<file path="config.mk">
export PLATFORM = sky130hd
export DESIGN_NAME = multi_sync_debounce
export DESIGN_NICKNAME = d
export VERILOG_FILES = /design/src/rtl/multi_sync_debounce.sv
export SDC_FILE = /design/constraint.sdc
export NUM_CORES = 1
export LEC_CHECK = 0
export ABC_AREA = 1
export BUFFER_PORTS_ARGS = -buffer_cell sky130_fd_sc_hd__buf_2
export CAP_MARGIN = 10
export CORE_MARGIN = 2
export CORE_UTILIZATION = 46
export DETAILED_ROUTE_END_ITERATION = 12
export PLACE_DENSITY_LB_ADDON = 0.15
export REMOVE_ABC_BUFFERS = 1
export SLEW_MARGIN = 10
export SYNTH_ARGS = -nofsm -noshare
export SYNTH_HDL_FRONTEND = slang
export SYNTH_SLANG_ARGS = --single-unit
</file>
<file path="constraint.sdc">
create_clock -name clk -period 0.8 [get_ports clk]
set_input_delay 0.04 -clock clk [delete_from_list [all_inputs] [get_ports clk]]
set_output_delay 0.04 -clock clk [all_outputs]
set_load 0.005 [all_outputs]
</file>
<file path="src/rtl/multi_sync_debounce.sv">
// multi_sync_debounce
//   Conditions CHANNELS asynchronous single-bit inputs for use in the clk
//   domain: each bit passes through a SYNC_STAGES-deep synchroniser chain,
//   is filtered by a per-channel stability counter and produces registered
//   one-cycle rise/fall ticks.
//
//   Build option: define MSYNC_DEBOUNCE_EN to compile in the stability
//   counters. Without it the counters are removed, DEBOUNCE_CYCLES is not
//   used for filtering and sync_out follows the synchroniser output with
//   one register of latency.
//
// Ports
//   clk            : sole clock
//   rst            : asynchronous, active-high reset
//   async_in       : [CHANNELS] unsynchronised inputs
//   sync_out       : [CHANNELS] synchronised, debounced level (registered)
//   rise_edge_tick : [CHANNELS] one-cycle pulse when sync_out[i] goes 0->1
//   fall_edge_tick : [CHANNELS] one-cycle pulse when sync_out[i] goes 1->0
//   any_edge       : OR of all rise and fall ticks (no added latency)
module multi_sync_debounce #(
  parameter int                  CHANNELS        = 4,
  parameter int                  SYNC_STAGES     = 2,
  parameter int                  DEBOUNCE_CYCLES = 4,
  parameter logic [CHANNELS-1:0] RESET_VAL       = {CHANNELS{1'b0}}
) (
  input  logic                clk,
  input  logic                rst,
  input  logic [CHANNELS-1:0] async_in,
  output logic [CHANNELS-1:0] sync_out,
  output logic [CHANNELS-1:0] rise_edge_tick,
  output logic [CHANNELS-1:0] fall_edge_tick,
  output logic                any_edge
);

  // Reject configurations the structure cannot support at elaboration time.
  if ((CHANNELS < 1) || (SYNC_STAGES < 2) || (DEBOUNCE_CYCLES < 1)) begin : g_bad_params
    $error("multi_sync_debounce: illegal parameter set");
  end

  logic [SYNC_STAGES-1:0] sync_chain_r [CHANNELS];
  logic [CHANNELS-1:0]    sync_bit_s;
  logic [CHANNELS-1:0]    sync_out_nxt_s;
  logic [CHANNELS-1:0]    rise_nxt_s;
  logic [CHANNELS-1:0]    fall_nxt_s;

  // Flatten the last synchroniser stage of every channel into one vector.
  always_comb begin
    sync_bit_s = {CHANNELS{1'b0}};
    for (int i = 0; i < CHANNELS; i++) begin
      sync_bit_s[i] = sync_chain_r[i][SYNC_STAGES-1];
    end
  end

`ifdef MSYNC_DEBOUNCE_EN
  localparam int                CNT_W    = ($clog2(DEBOUNCE_CYCLES + 1) < 1) ? 1
                                         : $clog2(DEBOUNCE_CYCLES + 1);
  // The counter value seen on the edge that completes DEBOUNCE_CYCLES
  // consecutive mismatching samples.
  localparam logic [CNT_W-1:0]  CNT_LAST = CNT_W'(DEBOUNCE_CYCLES - 1);

  logic [CNT_W-1:0] cnt_r     [CHANNELS];
  logic [CNT_W-1:0] cnt_nxt_s [CHANNELS];

  // Stability filter: accept a new level only after it has differed from
  // sync_out on DEBOUNCE_CYCLES consecutive edges; any match restarts it.
  always_comb begin
    sync_out_nxt_s = sync_out;
    rise_nxt_s     = {CHANNELS{1'b0}};
    fall_nxt_s     = {CHANNELS{1'b0}};
    for (int i = 0; i < CHANNELS; i++) begin
      cnt_nxt_s[i] = {CNT_W{1'b0}};
      if (sync_bit_s[i] == sync_out[i]) begin
        cnt_nxt_s[i] = {CNT_W{1'b0}};
      end else if (cnt_r[i] == CNT_LAST) begin
        sync_out_nxt_s[i] = sync_bit_s[i];
        rise_nxt_s[i]     = sync_bit_s[i];
        fall_nxt_s[i]     = ~sync_bit_s[i];
      end else begin
        cnt_nxt_s[i] = cnt_r[i] + CNT_W'(1);
      end
    end
  end

  // Stability counter registers; reset aborts any pending change.
  always_ff @(posedge clk or posedge rst) begin
    if (rst) begin
      for (int i = 0; i < CHANNELS; i++) begin
        cnt_r[i] <= {CNT_W{1'b0}};
      end
    end else begin
      for (int i = 0; i < CHANNELS; i++) begin
        cnt_r[i] <= cnt_nxt_s[i];
      end
    end
  end
`else
  // Unfiltered path: sync_out follows the synchroniser every edge and any
  // change of that register is reported as a tick.
  always_comb begin
    sync_out_nxt_s = sync_bit_s;
    rise_nxt_s     = sync_bit_s & ~sync_out;
    fall_nxt_s     = ~sync_bit_s & sync_out;
  end
`endif

  // Synchroniser chains plus the registered level and tick outputs.
  always_ff @(posedge clk or posedge rst) begin
    if (rst) begin
      for (int i = 0; i < CHANNELS; i++) begin
        sync_chain_r[i] <= {SYNC_STAGES{RESET_VAL[i]}};
      end
      sync_out       <= RESET_VAL;
      rise_edge_tick <= {CHANNELS{1'b0}};
      fall_edge_tick <= {CHANNELS{1'b0}};
    end else begin
      for (int i = 0; i < CHANNELS; i++) begin
        sync_chain_r[i] <= {sync_chain_r[i][SYNC_STAGES-2:0], async_in[i]};
      end
      sync_out       <= sync_out_nxt_s;
      rise_edge_tick <= rise_nxt_s;
      fall_edge_tick <= fall_nxt_s;
    end
  end

  // Combinational summary of the already-registered tick vectors.
  assign any_edge = (|rise_edge_tick) | (|fall_edge_tick);

endmodule

</file>
**Word level (Yosys, flattened, before mapping)**

Index checks and enable logic that the tools add are counted.

- Bits in registers: 20
- Bits of input ports: 6
- Output and inout port bits: 13
- Word-level logic and storage cells: 14

- Bitwise operators: 5
- Reduce and logical (&&, ||, !) cells: 2

Operators with widths:

| kind | number |
|---|---|
| $and A4 B4 Y4 | 2 |
| $not A4 Y4 | 2 |
| $reduce_or A4 Y1 | 2 |
| $or A1 B1 Y1 | 1 |

**Logic depth before layout (Yosys ltp)**

Gate-level depths: netlist of the first run.

- Depth in word-level cells: 2
- Mapped depth: 4
- Depth with buffers taken out: 4

**Worst setup path after synthesis of the first run**

Ideal clock, no wire load.

- Path type: register to output
- Start point: register rise_edge_tick[0]
- End point: output any_edge
- Data arrival time: 0.608 ns
- Data required time: 0.760 ns
- Slack: 0.152 ns
- Stages on the path, launching flop included: 5
- Buffers on the path: 0
- Path through: dfrtp_1 > inv_1 > nand2_1 > nor2_1 > nand2_1

- Cells in the longest elaborated chain, start to end: 2

RTL lines:

| element | line | RTL |
|---|---|---|
| start: declaration | 30 | `output logic [CHANNELS-1:0] rise_edge_tick,` |
| start signal: assignment | 113 | `rise_edge_tick <= {CHANNELS{1'b0}};` |
| start signal: assignment | 120 | `rise_edge_tick <= rise_nxt_s;` |
| $reduce_or A4 Y1 | 126 | `assign any_edge = (\|rise_edge_tick) \| (\|fall_edge_tick);` |
| $or A1 B1 Y1 | 126 |  |
| end: declaration | 32 | `output logic any_edge` |

Every way passes these cells.

**Worst setup path after layout of the first run**

- Start point: register fall_edge_tick[2]
- End point: output any_edge

- Cells in the longest elaborated chain, start to end: 2

RTL lines:

| element | line | RTL |
|---|---|---|
| start: declaration | 31 | `output logic [CHANNELS-1:0] fall_edge_tick,` |
| start signal: assignment | 114 | `fall_edge_tick <= {CHANNELS{1'b0}};` |
| start signal: assignment | 121 | `fall_edge_tick <= fall_nxt_s;` |
| $reduce_or A4 Y1 | 126 |  |
| $or A1 B1 Y1 | 126 |  |

Every way passes these cells.

==> out/results.tsv, run 1 <==
stage	metric	value	unit
outcome	outcome	complete, but fails checks	
outcome	violations	negative setup slack	
sta	slew_viol_final	0	
cells_and_area	layout.nets	91	
sta	hold_ws	0.3117	ns
routing	first_pass_iters	4	
sta	rsz0062_at_grt	true	
job	cap_violations	0	
worst_setup_path	path_class	register to output pin	
power	p_leak	0.4868	nW
worst_setup_path	worst-endpoint-arrival	1.03	ns
cts	cts_max_level	1	
power	clockPowerShare	26.1	%
yosys	yosys_warnings	0	
die	core	1285	µm²
cells_and_area	final_common_cell	dfrtp_1	
cells_and_area	fin_cells	98	
cts	clockBufferDepth	2	
yosys	synth_area	620.6	µm²
sta	fin_crit	1.066	ns
routing	final_antenna_net_count	0	
cts	clk_pin_slew	0.09	ns
yosys	synth_top_area_share	80.65	%
worst_setup_path	worstSetupStartpoint	fall_edge_tick[2]	
worst_setup_path	cp_slowest_cell	dfrtp_1	
routing	drc	0	
sta	clock.fmax	938.4	MHz
die	io_pins	19	
worst_setup_path	reg2reg_slack	0.02	ns
global_route	grtUsageTotal	11.88	%
routing	wire_per_inst	8.643	µm
power	ir_drop	1.171	mV
worst_setup_path	cp-start-kind	register	
global_route	grt_pass1_wl	1166	µm
die	rows	13	
die	die_x	40.73	µm
placement	post-dp-hpwl	563.9	µm
sta	slew_headroom	84.42	%
cells_and_area	antenna_cells	0	
global_route	grt_start_max_net_pins	21	
cts	cts_tree	done	
placement	dp.cells	86	
worst_setup_path	path_buf_inv	2	
cells_and_area	nFillCells	106	
placement	place_ws	0.03388	ns
routing	vias	399	
power	p_per_area	1969	nW/µm²
min_path	hold_class	input port to asynchronous set/reset pin	
die	fp.dieH	40.73	µm
sta	fin_ws	-0.2656	ns
sta	worst_slew_pin_slew	0.2337	ns
die	start_util	48.30	%
global_route	grt_antenna_before_repair	0	
yosys	syn_avg_cell_area	11.93	µm²
worst_setup_path	worstPathCellList	inv_1 -> nand2_1 -> nor2_1 -> nand2_1 -> buf_2	
power	p_sw	0.3498	mW
worst_setup_path	required	0.76	ns
power	p_sw_share	21.00	%
placement	gp_congestion	0.6203	
global_route	grt_overflow	0	
yosys	syn-instance-count	52	
worst_setup_path	max_stage_delay	0.38	ns
yosys	synthDistinctLibCells	4	
worst_setup_path	cp-end-kind	output pin	
worst_setup_path	reg2reg_from	sync_out[2]	
worst_setup_path	cpMostUsedCell	nand2_1	
yosys	synth_seq_area_share	80.65	%
cells_and_area	area_growth	36.29	%
die	dieArea	1659	µm²
sta	setup_viol_count_final	13	
worst_setup_path	reg2reg_depth	4	
routing	routed_via_density	4.071	
yosys	ys_ff_latch	20	
cts	cts-buffers-inserted	3	
cells_and_area	drive_gt1_share	33.73	%
routing	drt-initial-drc-count	5	
power	p_seq_share	65.1	%
cells_and_area	final_cell_mix	20 x dfrtp_1, 18 x buf_2, 16 x inv_1, 9 x nor2_1	
worst_setup_path	path_max_fanout	2	
yosys	synth_area_leaders	dfrtp_1 81%, inv_1 10%, nor2_1 6.0%	
cts	clk_latency	0.28	ns
worst_setup_path	worst_r2r_endpoint	fall_edge_tick[2]	
power	internal-power	1.316	mW
power	p_comb_share	8.8	%
worst_setup_path	crit_family	flip-flops	
cts	cts_num_sinks	20	
placement	io_buffers	18	
sta	skew	0.001409	ns
cts	cts_root_buffer	clkbuf_4	
sta	hold_violations	0	
global_route	grt_pass1_vias	305	
yosys	yosysTopAreaCell	dfrtp_1	
routing	wl	847	µm
sta	period_share	133.2	%
## cell families (layout without fill, tap and decap cells)
kind of cell  after synthesis  in the layout  synth area share (%)
simple gates               15             15                 9.074
buf+inv                    17             48                 10.28
flops                      20             20                 80.65
## power groups by stage
stage / Combinational (mW) / Sequential (mW) / Clock, mW
after global placement: 0.106 / 1.11 / 0
after detailed placement: 0.109 / 1.11 / 0
after floorplan: 0.0474 / 1.11 / 0
after CTS: 0.140 / 1.09 / 0.460
after global routing: 0.172 / 1.09 / 0.495
final: 0.146 / 1.08 / 0.434
## sequential cells by signal (all words and copies together), names as in the netlist
signal	cells
fall_edge_tick	4
sync_bit_s	4
sync_chain_r	4
rise_edge_tick	4
sync_out	4
## final cells by class
| type | instances | area [µm²] | area share [%] |
|---|---|---|---|
| inverter | 17 | 63.81 | 7.544 |
| clock buffer | 3 | 22.52 | 2.663 |
| timing repair buffer | 28 | 181.4 | 21.45 |
| tap | 15 | 18.77 | 2.219 |
| multi-input combinational | 15 | 58.81 | 6.953 |
| sequential | 20 | 500.5 | 59.17 |
## worst min-delay path, stage by stage
cell           delay (ns)
dlygate4sd3_1        0.54
buf_2                0.12
inv_1                0.04
buf_4                0.24
## worst max path at each step
stage | endpoint | slack, ns | cells past startpoint
6_report | any_edge | -0.27 | 5
3_3_place_gp | any_edge | 0.06 | 5
3_5_place_dp | any_edge | 0.03 | 5
5_1_grt | any_edge | -0.39 | 5
2_1_floorplan | any_edge | 0.15 | 4
4_1_cts | any_edge | -0.29 | 5
## routing by layer
metal | wire, µm | track usage, % | up-vias
met3 | 46 | 3.261 | 0
met5 | 0 | 0 | -
met2 | 469 | 19.44 | 17
met4 | 0 | 10.00 | 0
met1 | 331 | 12.59 | 177
li1 | - | - | 205
## through the flow
step | util, % | setup TNS, ns | power (mW) | area (µm²)
floorplan | - | 0 | 1.156 | 620.6
global placement | 57.35 | 0 | 1.211 | 737.0
detailed placement | 57.35 | 0 | 1.218 | 737.0
CTS | 64.75 | -0.9291 | 1.687 | 832.0
global route | 65.82 | -1.401 | 1.759 | 845.8
finish | 65.82 | -0.6983 | 1.666 | 845.8
## timing repair
| action | 4_1_cts | 5_1_grt |
|---|---|---|
| hold buffers | 5 | 0 |
| hold endpoints to repair | 24 | 0 |
| setup endpoints to repair | 13 | 13 |
| resized for setup | 0 | 3 |
| pin swaps | 3 | 1 |
| buffers inserted | 3 | 1 |
## Yosys cell counts
library cell  count
dfrtp_1          20
inv_1            17
nand2_1           5
nor2_1           10
Power figures use the tool's default switching activity.
==> run 2: changes to the inputs <==
Settings changed: MAX_ROUTING_LAYER set to met4, SLEW_MARGIN 10 to unset.
Clock period 0.8 ns to 1.2 ns, I/O delays scaled along.
==> run 2 against run 1 <==
  * The run now ends clean
  * Die area unchanged
  * Total power is 34% lower
  * Setup slack better by 0.36 ns
  * Wire length shrank 3.5%
  * Clock skew barely moved
  * Clock power fell by 35%
  * Critical endpoint unchanged
  * Largest cell class unchanged
==> out/results.tsv, run 2 (synthesized netlist as in run 1, its figures left out) <==
stage	metric	value	unit
worst_setup_path	cp_slowest_cell	dfrtp_1	
die	rows	13	
worst_setup_path	cp-start-kind	register	
power	p_per_area	1348	nW/µm²
cts	postCtsSetupBuffers	0	
cts	clk_latency	0.28	ns
cells_and_area	final_area	809.5	µm²
cells_and_area	drive_gt1_share	27.85	%
worst_setup_path	path_class	register to output pin	
min_path	hold_class	input port to asynchronous set/reset pin	
cells_and_area	final_cell_mix	20 x dfrtp_1, 18 x buf_2, 17 x inv_1, 10 x nor2_1	
worst_setup_path	max_stage_delay	0.40	ns
worst_setup_path	path_buf_inv	2	
worst_setup_path	cpMostUsedCell	nand2_1	
routing	vias	377	
placement	io_buffers	18	
routing	final_antenna_net_count	0	
placement	post-dp-hpwl	576.1	µm
worst_setup_path	cp_num_cells	5	
cells_and_area	fin_cells	94	
power	ir_drop	0.7930	mV
sta	rsz0062_at_grt	false	
die	dieArea	1659	µm²
worst_setup_path	worstPathCellList	inv_1 -> nand2_1 -> nor2_1 -> nand2_1 -> buf_2	
outcome	outcome	finished clean	
sta	setup_viol_count_final	0	
sta	skew	0.001234	ns
cts	cts_root_buffer	clkbuf_4	
cts	cts_max_level	1	
cts	clk_pin_slew	0.09	ns
sta	hold_violations	0	
worst_setup_path	path_max_fanout	2	
global_route	grt_start_max_net_pins	21	
die	fp.dieH	40.73	µm
placement	dp.cells	86	
job	cap_violations	0	
cells_and_area	final_common_cell	dfrtp_1	
worst_setup_path	worst-endpoint-arrival	1.04	ns
cells_and_area	layout.nets	87	
global_route	grt_pass1_wl	1131	µm
global_route	grt_pass1_vias	303	
sta	slew_viol_final	0	
cells_and_area	area_growth	30.44	%
worst_setup_path	reg2reg_depth	2	
die	die_x	40.73	µm
cts	cts_tree	done	
routing	drc	0	
cts	cts_num_sinks	20	
routing	routed_via_density	4.011	
cells_and_area	antenna_cells	0	
worst_setup_path	reg2reg_slack	0.59	ns
sta	finalSetupTns	0	ns
power	p_leak	0.4675	nW
worst_setup_path	crit_family	flip-flops	
worst_setup_path	cp-end-kind	output pin	
placement	gp_congestion	0.6255	
sta	period_share	91.74	%
worst_setup_path	worst_r2r_endpoint	rise_edge_tick[0]	
die	start_util	48.30	%
sta	slew_headroom	84.28	%
global_route	grtUsageTotal	11.59	%
global_route	grt_overflow	0	
routing	drt-initial-drc-count	5	
die	io_pins	19	
routing	wl	817	µm
cts	cts-buffers-inserted	3	
placement	place_area	737.0	µm²
cells_and_area	post-route-util	63.00	%
die	core	1285	µm²
routing	first_pass_iters	2	
cts	clockBufferDepth	2	
routing	wire_per_inst	8.691	µm
sta	worst_slew_pin_slew	0.2358	ns
sta	clock.fmax	908.3	MHz
worst_setup_path	reg2reg_from	sync_bit_s[0]	
worst_setup_path	required	1.14	ns
sta	fin_crit	1.101	ns
global_route	grt_antenna_before_repair	0	
==> run 2: cell types whose count changed in the layout (fill, tap and decap cells not counted) <==
cell	before	now
buf_4	4	1
buf_6	1	0
inv_1	16	17
inv_2	1	0
nor2_1	9	10
nor2_2	1	0
==> run 2: power by group <==
group,total [mW],internal [mW],switching [mW]
clock network,0.283,0.116,0.167
registers,0.725,0.708,0.0175
logic,0.0833,0.0433,0.0399
==> run 2: metal layers <==
layer / track usage (%) / share of wire [%] / up-vias
met4: 5.000 / 0 / 0
met2: 19.84 / 51 / 15
met1: 11.40 / 43 / 164
met5: - / 0 / -
li1: - / - / 198
met3: 4.891 / 5.8 / 0
==> run 2: repair_timing <==
action	4_1_cts	5_1_grt
hold buffers	5	0
gates resized for setup	0	0
hold endpoints to repair	24	0
==> run 2: worst min-delay path, delay by kind of cell <==
kind	cells	cell delay (ns)
buffers and inverters	4	0.93
==> run 2: area by class of cell <==
cell class | instances | area (µm²)
repair buffers | 24 | 147.6
inverters | 17 | 63.81
well taps | 15 | 18.77
fillers | 102 | 475.5
flip-flops and latches | 20 | 500.5
multi-input cells | 15 | 56.30
clock buffers | 3 | 22.52
==> run 2: metrics by stage <==
stage	setup slack, ns	hold slack, ns	total power [mW]
2_1_floorplan	0.5321	0.02383	0.7710
3_3_place_gp	0.4440	0.08535	0.8075
3_5_place_dp	0.4018	0.08804	0.8119
4_1_cts	0.07786	0.3210	1.108
5_1_grt	0.01685	0.3339	1.152
6_report	0.09906	0.3271	1.091
==> run 2: how the worst max path moves through the flow <==
| stage | start | endpoint | slack [ns] |
|---|---|---|---|
| global placement | rise_edge_tick[0] | any_edge | 0.44 |
| floorplan | rise_edge_tick[0] | any_edge | 0.53 |
| CTS | fall_edge_tick[0] | any_edge | 0.08 |
| detailed placement | fall_edge_tick[0] | any_edge | 0.40 |
| finish | fall_edge_tick[0] | any_edge | 0.1 |
| global route | fall_edge_tick[0] | any_edge | 0.02 |
==> run 3: changes to the inputs <==
Settings changed: PLACE_DENSITY set to 0.69, PLACE_DENSITY_LB_ADDON 0.15 to unset.
==> run 3 against run 2 <==
  * Die area stayed put
  * Largest cell class unchanged
  * Maximum frequency decreased by 2.2%
  * Via count up 3.4%
  * Flip-flop and latch count did not move
  * First-iteration DRC count decreased by 100%
  * Utilization unchanged
  * Critical path type unchanged
  * Critical path depth is the same
==> out/results.tsv, run 3 (synthesized netlist as in run 1, its figures left out) <==
stage	metric	value	unit
outcome	outcome	finished clean	
cts	clk_latency	0.28	ns
cells_and_area	nFillCells	116	
sta	slew_viol_final	0	
cells_and_area	fin_cells	94	
cells_and_area	antenna_cells	0	
cts	cts_resized	0	
global_route	grt_pass1_vias	344	
cts	cts_num_sinks	20	
sta	period_share	93.84	%
cells_and_area	layout.nets	87	
routing	final_antenna_net_count	0	
placement	post-dp-hpwl	603.3	µm
cts	cts_root_buffer	clkbuf_4	
worst_setup_path	worst-endpoint-arrival	1.07	ns
sta	slew_headroom	83.97	%
worst_setup_path	cp_slowest_cell	dfrtp_1	
cells_and_area	multiInputGateArea	56.30	µm²
cells_and_area	final_common_cell	dfrtp_1	
placement	io_buffers	18	
cells_and_area	area_growth	30.44	%
routing	wire_per_inst	9.298	µm
global_route	grt_start_max_net_pins	21	
worst_setup_path	required	1.14	ns
cts	clockBufferDepth	2	
global_route	grtUsageTotal	13.66	%
power	p_seq_share	66.0	%
routing	wl	874	µm
placement	gp_congestion	0.5926	
global_route	grt_overflow	0	
power	internal-power	0.8673	mW
die	fp.dieH	40.73	µm
die	core	1285	µm²
worst_setup_path	reg2reg_slack	0.60	ns
routing	routed.top_layer	met3	
worst_setup_path	cp-start-kind	register	
die	io_pins	19	
power	p_leak	0.4675	nW
worst_setup_path	reg2reg_from	sync_bit_s[0]	
cells_and_area	seqCellArea	500.5	µm²
cells_and_area	final_cell_mix	20 x dfrtp_1, 18 x buf_2, 17 x inv_1, 10 x nor2_1	
die	rows	13	
worst_setup_path	worst_r2r_endpoint	rise_edge_tick[0]	
job	cap_violations	0	
min_path	hold_class	input port to asynchronous set/reset pin	
routing	first_pass_iters	1	
die	die_x	40.73	µm
worst_setup_path	cp-end-kind	output pin	
cts	clk_pin_slew	0.10	ns
sta	fin_crit	1.126	ns
die	dieArea	1659	µm²
global_route	grt_antenna_before_repair	0	
worst_setup_path	path_max_fanout	2	
sta	rsz0062_at_grt	true	
sta	hold_violations	0	
routing	wl_met3	46	µm
worst_setup_path	worstPathCellList	inv_1 -> nand2_1 -> nor2_1 -> nand2_1 -> buf_2	
power	clockPowerShare	26.2	%
global_route	grt_pass1_wl	1276	µm
power	totalPowerFinal	1.097	mW
cts	cts_tree	done	
worst_setup_path	path_buf_inv	2	
sta	worst_slew_pin_slew	0.2405	ns
cts	cts-buffers-inserted	3	
sta	fin_ws	0.07396	ns
worst_setup_path	cpMostUsedCell	nand2_1	
worst_setup_path	max_stage_delay	0.38	ns
cts	cts_max_level	1	
worst_setup_path	path_class	register to output pin	
die	start_util	48.30	%
power	p_sw	0.2300	mW
worst_setup_path	crit_family	flip-flops	
power	p_per_area	1355	nW/µm²
power	p_comb_share	7.7	%
routing	drt-initial-drc-count	0	
worst_setup_path	reg2reg_depth	2	
routing	routed_via_density	4.149	
placement	dp.cells	86	
routing	route.met2.wl	481	µm
routing	vias	390	
power	ir_drop	0.9064	mV
sta	setup_viol_count_final	0	
routing	drt-met1-wl	346	µm
cells_and_area	drive_gt1_share	27.85	%
sta	clock.fmax	888.1	MHz
power	p_sw_share	20.96	%
routing	drc	0	
sta	skew	0.0005310	ns
placement	place_ws	0.3593	ns
run 3: repair_timing:
| item | CTS | global route |
|---|---|---|
| endpoints found under the hold margin | 24 | 0 |
| hold buffers | 5 | 0 |
| buffers inserted | 0 | 0 |
| endpoints found under the setup margin | 0 | 1 |
run 3: final cells by class:
cell class	count	share of cell area (%)
inverters	17	7.883
well taps	15	2.318
clock buffers	3	2.782
multi-input cells	15	6.955
repair buffers	24	18.24
flip-flops and latches	20	61.82
run 3: per-layer routing:
layer / GRT usage, % / vias up
li1: - / 195
met1: 10.70 / 180
met2: 25.00 / 15
met3: 4.891 / 0
met4: 10.00 / 0
met5: - / -
run 3: worst max-delay path by stage:
| stage | start | to | slack (ns) | depth (start not counted) |
|---|---|---|---|---|
| 5_1_grt | fall_edge_tick[2] | any_edge | -0.03 | 5 |
| 4_1_cts | rise_edge_tick[0] | any_edge | 0.03 | 5 |
| 2_1_floorplan | rise_edge_tick[0] | any_edge | 0.53 | 4 |
| 3_5_place_dp | rise_edge_tick[0] | any_edge | 0.36 | 5 |
| 6_report | rise_edge_tick[2] | any_edge | 0.07 | 5 |
| 3_3_place_gp | rise_edge_tick[0] | any_edge | 0.44 | 5 |
run 3: through the flow:
stage               TNS (ns)  hold WS, ns  instance area [µm²]  utilization [%]
floorplan                  0      0.02383                620.6                -
global placement           0      0.08414                737.0            57.35
detailed placement         0      0.09146                737.0            57.35
CTS                        0       0.3224                809.5            63.00
global route        -0.03312       0.3484                809.5            63.00
finish                     0       0.3237                809.5            63.00
run 3: tightest hold or removal path, stage by stage:
cell and delay, ns:
dlygate4sd3_1 0.53, buf_2 0.12, inv_1 0.04, buf_4 0.25
run 3: power groups by stage:
stage | sequential [mW] | clock [mW] | combinational [mW]
6_report | 0.725 | 0.288 | 0.0847
5_1_grt | 0.730 | 0.327 | 0.0990
4_1_cts | 0.725 | 0.301 | 0.0868
3_5_place_dp | 0.739 | 0 | 0.0745
3_3_place_gp | 0.737 | 0 | 0.0705
2_1_floorplan | 0.739 | 0 | 0.0316
